--- src/rtl/svk_ahb_pkg.sv ---
// Shared AHB (AMBA 2) definitions for the svk_ahb arbiter slice.
// Contents:
//   htrans_e     - HTRANS encodings
//   hburst_e     - HBURST encodings
//   arb_state_e  - arbiter FSM states
//   burst_beats  - beats in a fixed-length burst (1/4/8/16), 0 for INCR (undefined length)

`ifndef SVK_AHB_MAX_NUM_MASTER
`define SVK_AHB_MAX_NUM_MASTER 16
`endif

package svk_ahb_pkg;

  typedef enum logic [1:0] {
    TransIdle   = 2'b00,
    TransBusy   = 2'b01,
    TransNonseq = 2'b10,
    TransSeq    = 2'b11
  } htrans_e;

  typedef enum logic [2:0] {
    BurstSingle = 3'b000,
    BurstIncr   = 3'b001,
    BurstWrap4  = 3'b010,
    BurstIncr4  = 3'b011,
    BurstWrap8  = 3'b100,
    BurstIncr8  = 3'b101,
    BurstWrap16 = 3'b110,
    BurstIncr16 = 3'b111
  } hburst_e;

  typedef enum logic [1:0] {
    StIdle,    // nobody requested, default master holds the grant
    StOwned,   // a requester holds the grant, re-arbitration allowed
    StBurst,   // inside a fixed-length burst
    StLocked   // locked sequence, including the one tail edge after hlock drops
  } arb_state_e;

  function automatic logic [4:0] burst_beats(input hburst_e hburst);
    logic [4:0] beats;
    unique case (hburst)
      BurstSingle:             beats = 5'd1;
      BurstIncr:               beats = 5'd0;
      BurstWrap4, BurstIncr4:  beats = 5'd4;
      BurstWrap8, BurstIncr8:  beats = 5'd8;
      BurstWrap16, BurstIncr16: beats = 5'd16;
      default:                 beats = 5'd0;
    endcase
    return beats;
  endfunction

endpackage

--- src/rtl/svk_ahb_rr_picker.sv ---
// Combinational one-hot priority picker with a rotating start index.
// The first set request found searching upward from `start` (wrapping at NUM_MASTER) wins.
// Ports:
//   req   - per-master request vector
//   start - index searched first; must be < NUM_MASTER
//   gnt   - one-hot winner (all zero when no request)
//   idx   - winner index (0 when no request)
//   valid - at least one request present

module svk_ahb_rr_picker
  import svk_ahb_pkg::*;
#(
  parameter int unsigned NUM_MASTER = 4,
  parameter int unsigned MW         = (NUM_MASTER > 1) ? $clog2(NUM_MASTER) : 1
) (
  input  logic [NUM_MASTER-1:0] req,
  input  logic [MW-1:0]         start,
  output logic [NUM_MASTER-1:0] gnt,
  output logic [MW-1:0]         idx,
  output logic                  valid
);

  always_comb begin
    int unsigned cand;
    logic [MW-1:0] cand_idx;
    gnt      = '0;
    idx      = '0;
    valid    = 1'b0;
    cand     = 0;
    cand_idx = '0;
    for (int unsigned i = 0; i < NUM_MASTER; i++) begin
      cand = 32'(start) + i;
      if (cand >= NUM_MASTER) begin
        cand = cand - NUM_MASTER;
      end
      cand_idx = MW'(cand);
      if (!valid && req[cand_idx]) begin
        valid         = 1'b1;
        gnt[cand_idx] = 1'b1;
        idx           = cand_idx;
      end
    end
  end

endmodule

--- src/rtl/svk_ahb_arbiter.sv ---
// AHB (AMBA 2) multi-master bus arbiter, fixed priority (MODE 0) or round-robin (MODE 1).
// Never re-arbitrates inside a fixed-length burst or a locked sequence.
// Supports NUM_MASTER in 1..SVK_AHB_MAX_NUM_MASTER.
// Ports:
//   hclk      - bus clock, rising edge
//   hreset    - synchronous active-high reset
//   hbusreq   - per-master bus request
//   hlock     - per-master lock request
//   htrans    - HTRANS of the current address-phase owner
//   hburst    - HBURST of the current address-phase owner
//   hready    - bus HREADY; an edge with hready=1 accepts a beat
//   hgrant    - registered one-hot grant
//   hmaster   - registered address-phase owner index
//   hmastlock - registered lock flag of the current address phase

module svk_ahb_arbiter
  import svk_ahb_pkg::*;
#(
  parameter int unsigned NUM_MASTER     = 4,
  parameter int unsigned MODE           = 1,
  parameter int unsigned DEFAULT_MASTER = 0,
  parameter int unsigned MW             = (NUM_MASTER > 1) ? $clog2(NUM_MASTER) : 1
) (
  input  logic                  hclk,
  input  logic                  hreset,
  input  logic [NUM_MASTER-1:0] hbusreq,
  input  logic [NUM_MASTER-1:0] hlock,
  input  logic [1:0]            htrans,
  input  logic [2:0]            hburst,
  input  logic                  hready,
  output logic [NUM_MASTER-1:0] hgrant,
  output logic [MW-1:0]         hmaster,
  output logic                  hmastlock
);

  localparam logic [NUM_MASTER-1:0] DefaultGnt = NUM_MASTER'(1) << DEFAULT_MASTER;
  localparam logic [MW-1:0]         DefaultIdx = MW'(DEFAULT_MASTER);

  arb_state_e            state_q, state_d;
  logic [3:0]            beats_left_q, beats_left_d;
  logic [NUM_MASTER-1:0] gnt_q;
  logic [MW-1:0]         gnt_idx_q;
  logic [MW-1:0]         ptr_q;
  logic [MW-1:0]         hmaster_q;
  logic                  hmastlock_q;

  logic [4:0]            burst_len;
  logic                  lock_cur;
  logic                  arb_en;
  logic [MW-1:0]         pick_start;
  logic [NUM_MASTER-1:0] pick_gnt;
  logic [MW-1:0]         pick_idx;
  logic                  pick_valid;

  assign burst_len = burst_beats(hburst_e'(hburst));
  assign lock_cur  = hlock[gnt_idx_q];

  // Beats still to come after this edge; only accepted beats move it.
  always_comb begin
    beats_left_d = beats_left_q;
    if (hready) begin
      unique case (htrans_e'(htrans))
        TransNonseq: beats_left_d = (burst_len == 5'd0) ? 4'd0 : 4'(burst_len - 5'd1);
        TransSeq:    beats_left_d = (beats_left_q != 4'd0) ? beats_left_q - 4'd1 : 4'd0;
        TransBusy:   beats_left_d = beats_left_q;
        TransIdle:   beats_left_d = 4'd0;
        default:     beats_left_d = 4'd0;
      endcase
    end
  end

  // Fixed priority always searches from 0; round-robin starts one past the last winner.
  always_comb begin
    if (MODE == 0) begin
      pick_start = '0;
    end else begin
      pick_start = (ptr_q == MW'(NUM_MASTER - 1)) ? '0 : ptr_q + 1'b1;
    end
  end

  svk_ahb_rr_picker #(
    .NUM_MASTER (NUM_MASTER),
    .MW         (MW)
  ) u_picker (
    .req   (hbusreq),
    .start (pick_start),
    .gnt   (pick_gnt),
    .idx   (pick_idx),
    .valid (pick_valid)
  );

  // FSM: state register
  always_ff @(posedge hclk) begin
    if (hreset) begin
      state_q <= StIdle;
    end else begin
      state_q <= state_d;
    end
  end

  // FSM: next state. StLocked survives until the first edge that would otherwise be free,
  // so the final locked transfer still completes under the lock.
  always_comb begin
    state_d = state_q;
    if (hready) begin
      if (lock_cur || (state_q == StLocked && beats_left_d > 4'd1)) begin
        state_d = StLocked;
      end else if (beats_left_d > 4'd1) begin
        state_d = StBurst;
      end else if (arb_en && !pick_valid) begin
        state_d = StIdle;
      end else begin
        state_d = StOwned;
      end
    end
  end

  // FSM: outputs
  always_comb begin
    arb_en = hready && (beats_left_d <= 4'd1) && !lock_cur && (state_q != StLocked);
  end

  always_ff @(posedge hclk) begin
    if (hreset) begin
      beats_left_q <= 4'd0;
      gnt_q        <= DefaultGnt;
      gnt_idx_q    <= DefaultIdx;
      ptr_q        <= DefaultIdx;
      hmaster_q    <= DefaultIdx;
      hmastlock_q  <= 1'b0;
    end else begin
      beats_left_q <= beats_left_d;
      if (arb_en) begin
        if (pick_valid) begin
          gnt_q     <= pick_gnt;
          gnt_idx_q <= pick_idx;
          ptr_q     <= pick_idx;
        end else begin
          gnt_q     <= DefaultGnt;
          gnt_idx_q <= DefaultIdx;
        end
      end
      // The address phase that starts now belongs to whoever held the grant before this edge.
      if (hready) begin
        hmaster_q   <= gnt_idx_q;
        hmastlock_q <= lock_cur;
      end
    end
  end

  assign hgrant    = gnt_q;
  assign hmaster   = hmaster_q;
  assign hmastlock = hmastlock_q;

endmodule

--- config.mk ---
export PLATFORM = sky130hd
export DESIGN_NAME = svk_ahb_arbiter
export DESIGN_NICKNAME = d
export VERILOG_FILES = /design/src/rtl/svk_ahb_pkg.sv /design/src/rtl/svk_ahb_rr_picker.sv /design/src/rtl/svk_ahb_arbiter.sv
export SDC_FILE = /design/constraint.sdc
export NUM_CORES = 1
export LEC_CHECK = 0
export BUFFER_PORTS_ARGS = -buffer_cell sky130_fd_sc_hd__buf_2
export CORE_UTILIZATION = 45
export DETAILED_ROUTE_END_ITERATION = 10
export MAX_ROUTING_LAYER = met4
export PLACE_DENSITY_LB_ADDON = 0.08
export SYNTH_ARGS = -nofsm -noshare
export SYNTH_HDL_FRONTEND = slang
export SYNTH_HIERARCHICAL = 1
export SYNTH_SLANG_ARGS = --single-unit
--- constraint.sdc ---
create_clock -name hclk -period 3.4 [get_ports hclk]
set_input_delay 0.51 -clock hclk [delete_from_list [all_inputs] [get_ports hclk]]
set_output_delay 0.51 -clock hclk [all_outputs]
set_load 0.005 [all_outputs]
Yosys cells after proc, flatten, opt, wreduce, memory -nomap -nowiden:

Memory sizes are Yosys's and may differ from the RTL's.
Cells that the tools add are included.

* add/subtract/negate cells: 10
* $lt $le $gt $ge: 15
* equal/unequal tests: 6
* multiplexer cells: 44
* bitwise operators: 3
* reduce and logical (&&, ||, !) cells: 22

Operators with widths (count)
* 4-bit two-way mux: 8
* 2-bit two-way mux: 12
* 4-bit case mux with 4 select lines: 1
* 2-bit by 3-bit < comparator with 1-bit output, second input constant: 5
* 1-bit two-way mux: 14
* 1-bit logical AND: 12
* 4-bit OR: 3
* 1-bit binary-select mux with 2-bit select: 5
* 3-bit greater-or-equal comparator, second input constant: 3
* 1-bit demux with 2-bit select: 4
* 2-bit == test, second input constant: 4
* 2-bit by 1-bit greater-or-equal comparator with 1-bit output, second input constant: 4
* 2-bit by 1-bit subtractor with 2-bit output, second input constant: 4
* 4-bit by 1-bit subtractor with 4-bit output, second input constant: 2
* 2-bit by 2-bit adder with 3-bit output, second input constant: 2
* 1-bit logical NOT: 5
* 5-bit logical NOT: 1
* 4-bit by 1-bit greater-than comparator with 1-bit output, second input constant: 1
* 4-bit by 1-bit less-or-equal comparator with 1-bit output, second input constant: 1
* 4-bit nonzero test: 1
* 2-bit by 1-bit adder with 3-bit output, second input constant: 1
* 2-bit by 3-bit greater-or-equal comparator with 1-bit output, second input constant: 1
* 2-bit by 1-bit adder with 2-bit output, second input constant: 1
* 2-bit by 1-bit == test with 1-bit output, second input constant: 1
* 4 further kinds: 4

* register bits after elaboration: 17
* bits in read-only memories: 32
* input bits: 16
* output and inout port bits: 7
* word-level logic and storage cells: 108
* memories kept: 1

Memories
* (name not given): words 8, width 4, rd ports 1, clocked after memory_dff 0, wr ports 0, line svk_ahb_pkg.sv:41 `unique case (hburst)`

Depth between registers and ports, before layout:

* depth in word-level cells: 21
* gate-level depth with buffers: 12
* mapped depth without buffers: 10

By module:

The synthesis kept the hierarchy.

Modules (own cells, without submodules)
* svk_ahb_arbiter: instances 1, cells an instance 100, area each 909.6 um^2, sequential area each 340.3 um^2
* svk_ahb_rr_picker: instances 1, cells an instance 45, area each 421.7 um^2, sequential area each 0.0 um^2

Least setup slack after synthesis:

OpenSTA, ideal clock, no wires.

* path type: reg-to-reg
* start: register ptr_q[0]
* end: register ptr_q[1]
* library setup time: 0.126 ns
* arrival time: 2.499 ns
* data required time: 3.274 ns
* setup slack: 0.775 ns
* stages on the path, launching flop included: 13
* buffers on the path: 2
* clock period less this slack: 2.625 ns
* path through: dfxtp_1 -> ha_1 -> nor2_1 -> buf_6 -> inv_1 -> ha_1 -> mux4_2 -> buf_6 -> nor4b_4 -> nor2_1 -> a32o_1 -> nand3b_1 -> o32ai_1

* elaborated cells between the ends (all ways): 41
* classes of those cells: 8 x add/sub; 4 x order compare; 1 x eq/ne; 21 x mux; 7 x reduce/logical

RTL lines
* from (decl): line svk_ahb_arbiter.sv:43 `logic [MW-1:0] ptr_q;`
* from (signal assigned): line svk_ahb_arbiter.sv:128 `ptr_q <= DefaultIdx;`
* from (signal assigned): line svk_ahb_arbiter.sv:137 `ptr_q <= pick_idx;`
* 2-bit by 1-bit adder with 2-bit output or 2-bit == test (tied branches): line svk_ahb_arbiter.sv:77 `pick_start = (ptr_q == MW'(NUM_MASTER - 1)) ? '0 : ptr_q + 1'b1;`
* 2-bit two-way mux (*): line svk_ahb_arbiter.sv:77
* named net pick_start[0]: line svk_ahb_arbiter.sv:50 `logic [MW-1:0] pick_start;`
* branches (longest 13 deep; another with 2-bit by 1-bit adder with 3-bit output)
* 2-bit two-way mux (*): line svk_ahb_rr_picker.sv:37 `if (!valid && req[cand_idx]) begin`
* named net pick_idx[1]: line svk_ahb_arbiter.sv:52 `logic [MW-1:0] pick_idx;`

Mark *: on every way through the listed nets, which the timed path passes. The select of a mux whose other input is x is not followed.
A chain may end at the register's enable or synchronous reset.

Worst setup path in the final report:

* start: register ptr_q[0]
* end: register ptr_q[1]

* word-level cells in the longest chain between the ends: 17
* elaborated cells between the ends (all ways): 41
* classes of those cells: 8 x add/sub; 4 x order compare; 1 x eq/ne; 21 x mux; 7 x reduce/logical

Ends and longest elaborated chain
* 2-bit by 1-bit adder with 2-bit output or 2-bit == test (tied branches): line svk_ahb_arbiter.sv:77
* 2-bit two-way mux (*): line svk_ahb_arbiter.sv:77
* named net pick_start[0]: line svk_ahb_arbiter.sv:50
* branches (longest 13 deep; another with 2-bit by 1-bit adder with 3-bit output)
* 1-bit two-way mux (*): line svk_ahb_rr_picker.sv:37
* named net pick_valid: line svk_ahb_arbiter.sv:53 `logic pick_valid;`
* 2-bit AND reduction (no source line) (*)

Marked as above.

==> results.json <==
{
  "cpLargestDelayFamily": "simple AND/OR/NAND/NOR gates",
  "crit_type": "reg2reg",
  "htreeDepth": 1,
  "crit_fanout": 10,
  "die_area_sq_um": 3180,
  "grt_antenna_before_repair": 0,
  "core_sq_um": 2780,
  "hp-class": "reg2reg",
  "cts-buffers-inserted": 3,
  "first_global_vias": 1035,
  "fin_tns_setup_ns": 0,
  "detailed_place_hpwl_um": 2030,
  "r2r_setup_slack_ns": 0.55,
  "clockRootBuffer": "sky130_fd_sc_hd__clkbuf_4",
  "crit_required_ns": 3.59,
  "fp.dieH_um": 56.4,
  "endpoint_arrival_time_on_the_critical_path_ns": 3.04,
  "cp_num_buf_inv": 1,
  "total_leakage_power_nw": 0.612,
  "initial_core_utilization": 0.479,
  "ant_nets": 0,
  "ff2ff_path_depth": 9,
  "tightestPinTransition_ns": 0.498,
  "worstSetupStartpointType": "flop",
  "worst_setup_hold_path_clk_slew_ns": 0.09,
  "cap_violations": 0,
  "detail_route.drc_violations": 0,
  "final_net_count": 189,
  "postSynth.asyncResetShare": 0,
  "fin_crit_ns": 2.85,
  "route.detailed.vias_per_inst": 5.91,
  "final-setup-viol-count": 0,
  "drtPass1Iterations": 4,
  "edff_count_synth": 0,
  "r2r-start": "ptr_q[0]$_SDFFE_PP0P_",
  "hold_buffers": 0,
  "critical_path_cell_count": 9,
  "synth-warning-count": 6,
  "via_count": 1152,
  "pin_count_of_the_biggest_net_entering_global_routing": 24,
  "antenna_cells_inserted": 0,
  "synth_cell_types": 44,
  "synth_largest_type_area_fraction": 0.256,
  "critPathMostFrequentCell": "sky130_fd_sc_hd__ha_1",
  "crit_chain": "ha_1 > nor2_1 > inv_1 > ha_1 > mux4_2 > nor3_1 > nand2b_1 > and4_1 > o32ai_1",
  "hold_path_end": "hgrant[1]$_SDFFE_PP0P_",
  "cts_post_setup_buffers_inserted": 0,
  "largest_stage_delay_on_the_critical_path_ns": 0.45,
  "final_worst_path_cycle_share": 0.838,
  "run_status": "finished, final reports clean",
  "fmax_ghz": 0.351,
  "synth-seq-cells": 17,
  "cpMaxStageDelayCell": "sky130_fd_sc_hd__mux4_2",
  "postSynthAreaPerCell_sq_um": 9.18,
  "finalWirelength_um": 2560,
  "slew_viol_final": 0,
  "ys_top_cells_by_count": "sky130_fd_sc_hd__nor2_1 (18), sky130_fd_sc_hd__dfxtp_1 (17), sky130_fd_sc_hd__mux2i_1 (11)",
  "multi_input_area_sq_um": 905,
  "most_frequent_cell_after_synthesis": "sky130_fd_sc_hd__nor2_1",
  "rr_endpoint": "ptr_q[1]$_SDFFE_PP0P_",
  "core.rowCount": 19,
  "gp_routability_congestion": 0.789,
  "synth_sequential_area_ratio": 0.256,
  "post-synth-top-area-cell": "sky130_fd_sc_hd__dfxtp_1",
  "cts_tree": "done",
  "fraction_of_layout_cells_with_a_size_suffix_above_1": 0.201,
  "timing.hold.worst_path_depth": 2,
  "worstHoldStart": "hgrant[1]$_SDFFE_PP0P_",
  "clock-skew-final_ns": 0.00147,
  "top_level_ports": 23,
  "chipWidth_um": 56.4,
  "grt.total_usage": 0.174,
  "buffers_from_clock_root_to_sink_at_most": 2,
  "ir_drop_v": 0.000312,
  "mappedNetlistArea_sq_um": 1330,
  "relSlewSlack": 0.668,
  "worst_skew_pair.late_latency_ns": 0.28,
  "global_route_wire_length_before_repair_um": 4360,
  "post_cts.resized_instances": 0,
  "cells_taking_the_most_area_after_synthesis": "sky130_fd_sc_hd__dfxtp_1 (26%), sky130_fd_sc_hd__mux2i_1 (8.3%), sky130_fd_sc_hd__ha_1 (7.5%)",
  "post_layout_util": 0.525,
  "io_buffer_count": 21,
  "power_density_nw_per_um2": 430,
  "final.fill_count": 267,
  "critPathCaptureType": "flop",
  "tritoncts_num_sinks": 17,
  "synth.net_count": 169,
  "area_growth_syn_to_layout_pct": 9.68,
  "routedWlPerCell_um": 13.1,
  "drtIter0Drc": 24,
  "post_synth_inst_count": 145,
  "rsz0062_at_grt": "no",
  "globalRouteOverflowTotal": 0,
  "synthFlopType": "sky130_fd_sc_hd__dfxtp_1",
  "hold_viol_final": 0,
  "area.sequential_sq_um": 340
}
## placed cells by master, fill, tap and decap left out, types with 2 or more instances in the layout
cell type and count:
sky130_fd_sc_hd__o32ai_1 3, sky130_fd_sc_hd__nor2_1 18, sky130_fd_sc_hd__nor2b_1 3, sky130_fd_sc_hd__mux4_1 2
sky130_fd_sc_hd__o21ai_0 7, sky130_fd_sc_hd__dfxtp_1 17, sky130_fd_sc_hd__clkbuf_4 3, sky130_fd_sc_hd__nor3_1 4
sky130_fd_sc_hd__nand2b_1 6, sky130_fd_sc_hd__a21oi_1 2, sky130_fd_sc_hd__mux4_2 3, sky130_fd_sc_hd__nand2_1 3
sky130_fd_sc_hd__inv_1 10, sky130_fd_sc_hd__nor3b_1 3, sky130_fd_sc_hd__nand3b_1 6, sky130_fd_sc_hd__ha_1 8
sky130_fd_sc_hd__buf_2 21, sky130_fd_sc_hd__mux2i_1 11, sky130_fd_sc_hd__a22oi_1 8
## registers in the layout (all words and copies together) (netlist names)
| register | flops |
|---|---|
| beats_left_q | 4 |
| gnt_idx_q | 2 |
| hgrant | 4 |
| hmaster | 2 |
| hmastlock | 1 |
| ptr_q | 2 |
| state_q | 2 |
## logic make-up (layout without fill, tap and decap cells)
family,count (synthesis),after routing,share of synthesized area
AND/OR/NAND/NOR,52,52,0.228
AO/OA/AOI/OAI,33,33,0.186
multiplexers,18,18,0.190
flip-flops,17,17,0.256
buffers and inverters,17,36,0.0648
adder cells (fa/ha/maj),8,8,0.0752
## per-stage QoR
step | cells | hold WS, ns | instance area [sq um] | worst slack [ns] | power [mW]
after CTS | 195 | 0.480 | 1460 | 0.519 | 0.635
after global routing | 195 | 0.513 | 1460 | 0.255 | 0.679
after detailed placement | 191 | 0.464 | 1430 | 0.544 | 0.531
final | 195 | 0.476 | 1460 | 0.552 | 0.628
after global placement | 191 | 0.456 | 1430 | 0.629 | 0.523
after floorplan | 145 | 0.454 | 1330 | 0.775 | 0.480
## worst reg2reg max path, delay by kind of cell, from the launching register on
family	cells	cell delay, ns
buffers and inverters	1	0.12
flip-flops	1	0.33
AND/OR/NAND/NOR	4	1.08
multiplexers	1	0.45
AO/OA/AOI/OAI	1	0.22
adder cells (fa/ha/maj)	2	0.57
## cell type report
class,instances,area share
Inverter,10,0.0257
Tap cell,31,0.0266
Multi-Input combinational cell,111,0.620
Timing Repair Buffer,22,0.0771
Clock buffer,4,0.0180
Sequential cell,17,0.233
## where the power goes
part | switching, mW | total (mW) | internal, mW
Combinational | 0.160 | 0.296 | 0.136
Clock | 0.0567 | 0.102 | 0.0455
Sequential | 0.0117 | 0.230 | 0.218
## per-layer routing
metal / global-route usage / vias to the layer above / wire length [um]
li1: - / 580 / -
met1: 0.228 / 542 / 1240
met2: 0.287 / 28 / 1220
met3: 0.0346 / 2 / 97
met4: 0.0209 / 0 / 8
met5: - / - / 0
## worst max path at each step
| stage | start | endpoint | slack (ns) |
|---|---|---|---|
| global placement | ptr_q[0]$_SDFFE_PP0P_ | ptr_q[1]$_SDFFE_PP0P_ | 0.63 |
| finish | ptr_q[0]$_SDFFE_PP0P_ | ptr_q[1]$_SDFFE_PP0P_ | 0.55 |
| global route | ptr_q[0]$_SDFFE_PP0P_ | ptr_q[1]$_SDFFE_PP0P_ | 0.25 |
| detailed placement | ptr_q[0]$_SDFFE_PP0P_ | ptr_q[1]$_SDFFE_PP0P_ | 0.54 |
| CTS | ptr_q[0]$_SDFFE_PP0P_ | ptr_q[1]$_SDFFE_PP0P_ | 0.52 |
| floorplan | ptr_q[0]$_SDFFE_PP0P_ | ptr_q[1]$_SDFFE_PP0P_ | 0.78 |
(Power assumes the default switching activity.)
